[config.mk]
export PLATFORM = sky130hd
export DESIGN_NAME = aes_ocl_ctrl
export DESIGN_NICKNAME = d
export VERILOG_FILES = /design/src/rtl/aes_ocl_pkg.sv /design/src/rtl/aes_ocl_axil_slv.sv /design/src/rtl/aes_ocl_ctrl.sv
export SDC_FILE = /design/constraint.sdc
export NUM_CORES = 1
export LEC_CHECK = 0
export CAP_MARGIN = 20
export CORE_AREA = 2 2 262 264
export DETAILED_ROUTE_END_ITERATION = 10
export DIE_AREA = 0 0 264 266
export PLACE_DENSITY = 0.64
export SLEW_MARGIN = 5
export SYNTH_ARGS = -nofsm -noshare
export SYNTH_HDL_FRONTEND = slang
export SYNTH_SLANG_ARGS = --single-unit
[constraint.sdc]
create_clock -name clk_main_a0 -period 21.7 [get_ports clk_main_a0]
set_clock_uncertainty 0.05 [all_clocks]
set_input_delay 4.34 -clock clk_main_a0 [delete_from_list [all_inputs] [get_ports clk_main_a0]]
set_output_delay 4.34 -clock clk_main_a0 [all_outputs]
set_load 0.02 [all_outputs]
[src/rtl/aes_ocl_pkg.sv]
// Shared constants, register decode and state types
// for the AES-256 OCL control slice.
package aes_ocl_pkg;

  localparam logic [31:0] ADDR_KEY0   = 32'h00;
  localparam logic [31:0] ADDR_PT0    = 32'h20;
  localparam logic [31:0] ADDR_CTRL   = 32'h30;
  localparam logic [31:0] ADDR_STATUS = 32'h34;
  localparam logic [31:0] ADDR_CT0    = 32'h40;

  localparam int STAT_BUSY = 0;
  localparam int STAT_DONE = 1;
  localparam int STAT_ERR  = 2;

  localparam int CTRL_START   = 0;
  localparam int CTRL_CLR_ERR = 1;

  localparam logic [31:0] UNIMPL_VAL = 32'hDEAD_BEEF;

  typedef enum logic [1:0] {
    S_IDLE,
    S_RUN,
    S_DONE
  } op_state_e;

  typedef enum logic [1:0] {
    W_IDLE,
    W_DATA,
    W_RESP
  } wr_state_e;

  typedef enum logic [2:0] {
    SEL_KEY,
    SEL_PT,
    SEL_CTRL,
    SEL_STAT,
    SEL_CT,
    SEL_NONE
  } reg_sel_e;

  typedef struct packed {
    reg_sel_e   sel;
    logic [2:0] idx;
  } reg_dec_t;

  // Only word-aligned accesses map onto a register.
  function automatic reg_dec_t addr_dec(
    input logic [31:0] a
  );
    reg_dec_t d;
    logic     al;
    al    = (a[1:0] == 2'b00);
    d.sel = SEL_NONE;
    d.idx = a[4:2];
    unique case (1'b1)
      (al && a[31:5] == ADDR_KEY0[31:5]):
        d.sel = SEL_KEY;
      (al && a[31:4] == ADDR_PT0[31:4]): begin
        d.sel = SEL_PT;
        d.idx = {1'b0, a[3:2]};
      end
      (al && a[31:2] == ADDR_CTRL[31:2]):
        d.sel = SEL_CTRL;
      (al && a[31:2] == ADDR_STATUS[31:2]):
        d.sel = SEL_STAT;
      (al && a[31:4] == ADDR_CT0[31:4]): begin
        d.sel = SEL_CT;
        d.idx = {1'b0, a[3:2]};
      end
      default:
        d.sel = SEL_NONE;
    endcase
    return d;
  endfunction

endpackage

[src/rtl/aes_ocl_axil_slv.sv]
// AXI-Lite slave: one write and one read in flight,
// register decode and registered read mux.
module aes_ocl_axil_slv
  import aes_ocl_pkg::*;
#(
  parameter logic [31:0] RD_UNIMPL = 32'hDEAD_BEEF
) (
  input  logic             clk,
  input  logic             rst_n,
  input  logic             awvalid,
  output logic             awready,
  input  logic [31:0]      awaddr,
  input  logic             wvalid,
  output logic             wready,
  input  logic [31:0]      wdata,
  input  logic [3:0]       wstrb,
  output logic             bvalid,
  input  logic             bready,
  output logic [1:0]       bresp,
  input  logic             arvalid,
  output logic             arready,
  input  logic [31:0]      araddr,
  output logic             rvalid,
  input  logic             rready,
  output logic [31:0]      rdata,
  output logic [1:0]       rresp,
  input  logic [7:0][31:0] i_key,
  input  logic [3:0][31:0] i_pt,
  input  logic [3:0][31:0] i_ct,
  input  logic [2:0]       i_status,
  output logic             o_wr_en,
  output reg_sel_e         o_wr_sel,
  output logic [2:0]       o_wr_idx,
  output logic [31:0]      o_wr_data,
  output logic [3:0]       o_wr_strb
);

  wr_state_e   r_wst;
  wr_state_e   w_wst_nxt;
  logic        r_rdy;
  logic [31:0] r_awaddr;
  logic        r_rvalid;
  logic [31:0] r_rdata;
  reg_dec_t    w_wdec;
  reg_dec_t    w_rdec;
  logic [31:0] w_rd_mux;
  logic        w_aw_hs;
  logic        w_w_hs;
  logic        w_ar_hs;

  // Holds both address channels off for the reset cycle.
  always_ff @(posedge clk or negedge rst_n) begin
    if (!rst_n) r_rdy <= 1'b0;
    else        r_rdy <= 1'b1;
  end

  assign awready = r_rdy && (r_wst == W_IDLE);
  assign wready  = (r_wst == W_DATA);
  assign bvalid  = (r_wst == W_RESP);
  assign bresp   = 2'b00;
  assign w_aw_hs = awvalid && awready;
  assign w_w_hs  = wvalid && wready;

  always_ff @(posedge clk or negedge rst_n) begin
    if (!rst_n) begin
      r_wst    <= W_IDLE;
      r_awaddr <= '0;
    end else begin
      r_wst <= w_wst_nxt;
      if (w_aw_hs) r_awaddr <= awaddr;
    end
  end

  always_comb begin
    w_wst_nxt = r_wst;
    unique case (r_wst)
      W_IDLE: if (w_aw_hs) w_wst_nxt = W_DATA;
      W_DATA: if (w_w_hs)  w_wst_nxt = W_RESP;
      W_RESP: if (bready)  w_wst_nxt = W_IDLE;
      default:             w_wst_nxt = W_IDLE;
    endcase
  end

  assign w_wdec    = addr_dec(r_awaddr);
  assign o_wr_en   = w_w_hs;
  assign o_wr_sel  = w_wdec.sel;
  assign o_wr_idx  = w_wdec.idx;
  assign o_wr_data = wdata;
  assign o_wr_strb = wstrb;

  assign arready = r_rdy && !r_rvalid;
  assign w_ar_hs = arvalid && arready;
  assign w_rdec  = addr_dec(araddr);

  always_comb begin
    w_rd_mux = RD_UNIMPL;
    unique case (w_rdec.sel)
      SEL_KEY:  w_rd_mux = i_key[w_rdec.idx];
      SEL_PT:   w_rd_mux = i_pt[w_rdec.idx[1:0]];
      SEL_CTRL: w_rd_mux = '0;
      SEL_STAT: w_rd_mux = {29'd0, i_status};
      SEL_CT:   w_rd_mux = i_ct[w_rdec.idx[1:0]];
      default:  w_rd_mux = RD_UNIMPL;
    endcase
  end

  always_ff @(posedge clk or negedge rst_n) begin
    if (!rst_n) begin
      r_rvalid <= 1'b0;
      r_rdata  <= '0;
    end else if (w_ar_hs) begin
      r_rvalid <= 1'b1;
      r_rdata  <= w_rd_mux;
    end else if (r_rvalid && rready) begin
      r_rvalid <= 1'b0;
    end
  end

  assign rvalid = r_rvalid;
  assign rdata  = r_rdata;
  assign rresp  = 2'b00;

endmodule

[src/rtl/aes_ocl_ctrl.sv]
// Control block feeding an external AES-256 core:
// operand registers, run/done sequencing, status.
module aes_ocl_ctrl #(
  parameter int          AES_LATENCY = 29,
  parameter logic [31:0] UNIMPL_VAL  = aes_ocl_pkg::UNIMPL_VAL
) (
  input  logic         clk_main_a0,
  input  logic         rst_main_n,
  input  logic         awvalid,
  output logic         awready,
  input  logic [31:0]  awaddr,
  input  logic         wvalid,
  output logic         wready,
  input  logic [31:0]  wdata,
  input  logic [3:0]   wstrb,
  output logic         bvalid,
  input  logic         bready,
  output logic [1:0]   bresp,
  input  logic         arvalid,
  output logic         arready,
  input  logic [31:0]  araddr,
  output logic         rvalid,
  input  logic         rready,
  output logic [31:0]  rdata,
  output logic [1:0]   rresp,
  output logic [127:0] aes_state,
  output logic [255:0] aes_key,
  input  logic [127:0] aes_out,
  output logic         done_pulse,
  output logic [15:0]  vled
);
  import aes_ocl_pkg::*;

  localparam int CW =
    (AES_LATENCY < 1) ? 1 : $clog2(AES_LATENCY + 1);
  localparam logic [CW-1:0] LAT = CW'(AES_LATENCY);

  logic [1:0]       r_rst_sync;
  logic             w_rst_n;
  op_state_e        r_st;
  op_state_e        w_st_nxt;
  logic [CW-1:0]    r_cnt;
  logic [CW-1:0]    w_cnt_nxt;
  logic [7:0][31:0] r_key;
  logic [3:0][31:0] r_pt;
  logic [3:0][31:0] r_ct;
  logic             r_done;
  logic             r_err;
  logic [15:0]      r_vled;
  logic             w_wr_en;
  reg_sel_e         w_wr_sel;
  logic [2:0]       w_wr_idx;
  logic [31:0]      w_wr_data;
  logic [3:0]       w_wr_strb;
  logic             w_ctrl_wr;
  logic             w_start;
  logic             w_clr;
  logic             w_run;
  logic             w_fin;
  logic             w_go;
  logic             w_kp_wr;
  logic             w_set_err;
  logic [2:0]       w_status;

  // Assert asynchronously, release two edges later.
  always_ff @(posedge clk_main_a0 or negedge rst_main_n) begin
    if (!rst_main_n) r_rst_sync <= 2'b00;
    else             r_rst_sync <= {r_rst_sync[0], 1'b1};
  end

  assign w_rst_n = r_rst_sync[1];

  aes_ocl_axil_slv #(
    .RD_UNIMPL (UNIMPL_VAL)
  ) u_slv (
    .clk       (clk_main_a0),
    .rst_n     (w_rst_n),
    .awvalid   (awvalid),
    .awready   (awready),
    .awaddr    (awaddr),
    .wvalid    (wvalid),
    .wready    (wready),
    .wdata     (wdata),
    .wstrb     (wstrb),
    .bvalid    (bvalid),
    .bready    (bready),
    .bresp     (bresp),
    .arvalid   (arvalid),
    .arready   (arready),
    .araddr    (araddr),
    .rvalid    (rvalid),
    .rready    (rready),
    .rdata     (rdata),
    .rresp     (rresp),
    .i_key     (r_key),
    .i_pt      (r_pt),
    .i_ct      (r_ct),
    .i_status  (w_status),
    .o_wr_en   (w_wr_en),
    .o_wr_sel  (w_wr_sel),
    .o_wr_idx  (w_wr_idx),
    .o_wr_data (w_wr_data),
    .o_wr_strb (w_wr_strb)
  );

  assign w_ctrl_wr = w_wr_en && (w_wr_sel == SEL_CTRL)
                     && w_wr_strb[0];
  assign w_start   = w_ctrl_wr && w_wr_data[CTRL_START];
  assign w_clr     = w_ctrl_wr && w_wr_data[CTRL_CLR_ERR];
  assign w_run     = (r_st == S_RUN);
  assign w_fin     = w_run && (r_cnt == '0);
  assign w_go      = w_start && !w_run;
  assign w_kp_wr   = w_wr_en && ((w_wr_sel == SEL_KEY) ||
                                 (w_wr_sel == SEL_PT));
  assign w_set_err = w_run && (w_start || w_kp_wr);

  always_comb begin
    w_status            = '0;
    w_status[STAT_BUSY] = w_run;
    w_status[STAT_DONE] = r_done;
    w_status[STAT_ERR]  = r_err;
  end

  always_comb begin
    w_st_nxt  = r_st;
    w_cnt_nxt = r_cnt;
    unique case (r_st)
      S_IDLE, S_DONE: begin
        if (w_start) begin
          w_st_nxt  = S_RUN;
          w_cnt_nxt = LAT;
        end
      end
      S_RUN: begin
        if (r_cnt == '0) w_st_nxt  = S_DONE;
        else             w_cnt_nxt = r_cnt - 1'b1;
      end
      default: w_st_nxt = S_IDLE;
    endcase
  end

  always_ff @(posedge clk_main_a0 or negedge w_rst_n) begin
    if (!w_rst_n) begin
      r_st   <= S_IDLE;
      r_cnt  <= '0;
      r_done <= 1'b0;
      r_err  <= 1'b0;
    end else begin
      r_st  <= w_st_nxt;
      r_cnt <= w_cnt_nxt;
      if (w_go)       r_done <= 1'b0;
      else if (w_fin) r_done <= 1'b1;
      // START is judged first, so CLR_ERR wins.
      if (w_clr)          r_err <= 1'b0;
      else if (w_set_err) r_err <= 1'b1;
    end
  end

  always_ff @(posedge clk_main_a0 or negedge w_rst_n) begin
    if (!w_rst_n) begin
      r_key  <= '0;
      r_pt   <= '0;
      r_ct   <= '0;
      r_vled <= '0;
    end else begin
      if (w_fin) begin
        r_ct   <= aes_out;
        r_vled <= aes_out[15:0];
      end
      if (w_wr_en && !w_run) begin
        for (int b = 0; b < 4; b++) begin
          if (w_wr_strb[b]) begin
            if (w_wr_sel == SEL_KEY)
              r_key[w_wr_idx][8*b +: 8] <=
                w_wr_data[8*b +: 8];
            if (w_wr_sel == SEL_PT)
              r_pt[w_wr_idx[1:0]][8*b +: 8] <=
                w_wr_data[8*b +: 8];
          end
        end
      end
    end
  end

  assign aes_key    = r_key;
  assign aes_state  = r_pt;
  assign done_pulse = w_fin;
  assign vled       = r_vled;

endmodule

==> impl_metrics.py <==
metrics = {
    "status": {
        "status": "finished clean",
    },
    "setup_path": {
        "slowest_delay_ns": 0.79,
        "path_class": "reg2out",
        "crit_fanout": 60,
        "r2r_cells": 5,
        "crit_chain": "inv_1, nor2_1, and2_4, clkdlybuf4s50_1",
        "r2r-start": "r_st[0]$_DFFE_PN0P_",
        "cp.arrival_ns": 3.47,
        "crit_required_ns": 17.31,
        "crit_slowest_cell": "and2_4",
        "worst-r2r-setup-slack_ns": 18.10,
        "worstSetupEndpointType": "primary output",
        "r2r_end": "r_ct[50]$_DFFE_PN0P_",
        "start_kind": "flip-flop",
    },
    "route": {
        "antenna_left": 0,
        "via_per_inst": 5.65,
        "wl_per_cell_um": 30.4,
        "drtIter0Drc": 1085,
        "wirelength_um": 101000,
        "vias": 18869,
        "dr.pass1.iters": 7,
        "route.detailed.drc": 0,
    },
    "clocking": {
        "clock-sinks": 591,
        "cts_buffers": 70,
        "clkLatencyLatePin_ns": 0.60,
        "postCtsHoldBufs": 0,
        "ctsResizeCount": 0,
        "htreeDepth": 3,
        "clockBufferDepth": 3,
        "cts_tree": "done",
        "cts_root_buf": "clkbuf_16",
        "post-cts-setup-buffers": 0,
        "clkTransAtPathRegs_ns": 0.06,
    },
    "cells_and_area": {
        "final_layout_size_suffix_gt1_share_pct": 34.6,
        "fillers": 5664,
        "fin_cells": 3337,
        "final_util_pct": 54.1,
        "area_growth_pct": 37.1,
        "fin_area_um2": 36700,
        "nets": 2634,
    },
    "timing": {
        "max_freq_ghz": 0.127,
        "period_minus_slack_ns": 7.86,
        "rsz0062_at_grt": "no",
        "hold_ws_ns": 0.124,
        "setup_viol": 0,
        "timing.final.crit_share_pct": 36.2,
        "worst_slack_ns": 13.84,
        "fin_tns_setup_ns": 0,
        "tightest_slew_ns": 1.18,
        "finalHoldViolations": 0,
        "slew_violations": 0,
        "slew_headroom_pct": 21.0,
    },
    "global_route": {
        "grt_overflow": 0,
        "grt.busiest_layer": "met2",
        "grt_util_met3_pct": 8.38,
        "grt_max_degree": 153,
        "gr-usage-all-layers_pct": 28.7,
        "antenna_found_initial": 4,
        "grt_util_met2_pct": 47.0,
        "grt_pass1_wl_um": 146000,
        "grt_pass1_vias": 19998,
        "gr-usage-met1_pct": 36.5,
    },
    "power_and_ir_drop": {
        "share_comb_of_total_power_pct": 8.5,
        "p_sw_share_pct": 24.2,
        "p_leak_nw": 15.9,
        "clock_power_share_pct": 46.9,
        "power_density_nw_per_um2": 71.1,
        "vdd_drop_max_v": 0.0000557,
        "intPower_mw": 1.97,
        "switchingPower_uw": 631,
        "power_mw": 2.60,
        "seq_power_share_pct": 44.7,
    },
    "floorplanning": {
        "ios": 677,
        "die_w_um": 264,
        "core_area_um2": 67700,
        "die_h_um": 266,
        "die-area_um2": 70200,
        "initial_core_util_pct": 39.5,
        "rows": 96,
    },
    "min_path": {
        "hold_path_class": "reg2async",
    },
    "yosys": {
        "synth_seq_cells": 591,
        "yosysWarnings": 0,
        "async_flop_share_pct": 100,
        "synth_area_um2": 26700,
        "synth_top_cell_area_share_pct": 55.3,
        "yosysSeqAreaShare_pct": 55.3,
        "yosys-top-cells-area": "dfrtp_1 (55%), mux2_2 (23%), mux4_2 (11%)",
        "syn_avg_cell_area_um2": 15.1,
        "synth_largest_area_cell": "dfrtp_1",
        "synth_cell_types": 51,
        "ys.flop_type": "dfrtp_1",
        "synth_edf_count": 0,
        "synthCells": 1773,
    },
    "placement": {
        "placed_area_um2": 34100,
        "port_buffers": 672,
        "hpwl_um": 73000,
        "gp_congestion": 0.853,
        "dp_cells": 3202,
        "place_ws_ns": 13.97,
    },
    "run": {
        "cap_violations": 0,
    },
}
==> cells by family (layout without fill, tap and decap cells) <==
family / Yosys count / after routing / share of synthesized area, %
mux: 675 / 675 / 33.8
flops: 591 / 591 / 55.3
simple gates: 241 / 241 / 5.38
buf+inv: 154 / 830 / 2.57
compound gates: 108 / 108 / 2.79
fa+ha+maj: 2 / 2 / 0.0936
other cells: 2 / 8 / 0.0281
==> how the worst max path moves through the flow <==
stage	startpoint	endpoint	slack (ns)	cells after the start
6_report	r_st[0]$_DFFE_PN0P_	done_pulse	13.84	4
5_1_grt	r_cnt[0]$_DFFE_PN0P_	done_pulse	13.58	5
4_1_cts	r_st[0]$_DFFE_PN0P_	done_pulse	13.81	4
3_5_place_dp	araddr[6]	u_slv.rdata[8]$_DFFE_PN0P_	13.97	5
3_3_place_gp	araddr[6]	u_slv.rdata[8]$_DFFE_PN0P_	14.01	5
2_1_floorplan	r_rst_sync[1]$_DFF_PN0_	aes_key[0]$_DFFE_PN0P_	3.96	0
==> placed cells by master, fill, tap and decap left out, drive strengths merged, types with 21 or more instances in the layout <==
cell	n
nand2	86
mux2	545
a31oi	21
nand4	32
mux4	128
nor2	28
clkbuf	109
a22oi	25
buf	26
clkdlybuf4s50	670
dfrtp	591
nor4	24
==> registers in the layout, summed over array words and instances (netlist names) <==
| name | count |
|---|---|
| u_slv.rdata | 32 |
| aes_key | 256 |
| r_cnt | 5 |
| r_rst_sync | 2 |
| r_done | 1 |
| r_err | 1 |
| u_slv.r_awaddr | 32 |
| r_st | 2 |
| aes_state | 128 |
| u_slv.rvalid | 1 |
| u_slv.r_rdy | 1 |
| u_slv.r_wst | 2 |
| r_ct | 128 |
==> critical path, delay by kind of cell, from the launching register on <==
kind / cells / cell delay (ns)
and+or+nand+nor: 2 / 1.42
DFF: 1 / 0.43
buffers and inverters: 2 / 0.90
==> routing by layer <==
metal	part of all wire (%)	vias to the layer above
met1	40	10069
li1	-	7895
met3	8.1	156
met5	0	-
met4	3.3	0
met2	48	749
==> Yosys cell counts, types with 4 or more instances <==
cell      number
dfrtp_1      591
mux2_2       543
mux4_2       128
clkbuf_1      93
nand2_1       86
a22oi_1       25
nor2_1        25
nand4_1       22
a31oi_1       21
buf_4         21
buf_2         19
nor2b_1       17
o21ai_0       17
nor4_1        15
buf_1         14
a21oi_1       12
nand3_1       11
a22o_1        10
nand4_2       10
nor3_1         9
nor4_4         9
a32oi_1        8
nand2b_1       7
inv_1          6
or4_1          6
and2_1         4
and4_1         4
==> area by class of cell <==
cell class                      instances  area, um^2  share of cell area [%]
Inverter                                6        22.5                  0.0614
Multi-Input combinational cell       1032       11300                    30.9
Clock buffer                          109        2160                    5.91
Timing Repair Buffer                  696        7000                    19.1
Tap cell                              882        1100                    3.01
Sequential cell                       591       14800                    40.4
Antenna cell                            2        5.00                  0.0137
Clock inverter                         19         233                   0.635
==> power by group through the flow <==
stage	Sequential, mW	Combinational [mW]	Clock (mW)
CTS	1.17	0.218	1.25
global placement	1.18	0.214	0
detailed placement	1.19	0.217	0
floorplan	1.19	0.111	0
finish	1.16	0.220	1.22
global route	1.17	0.236	1.29
Power figures use the tool's default switching activity.
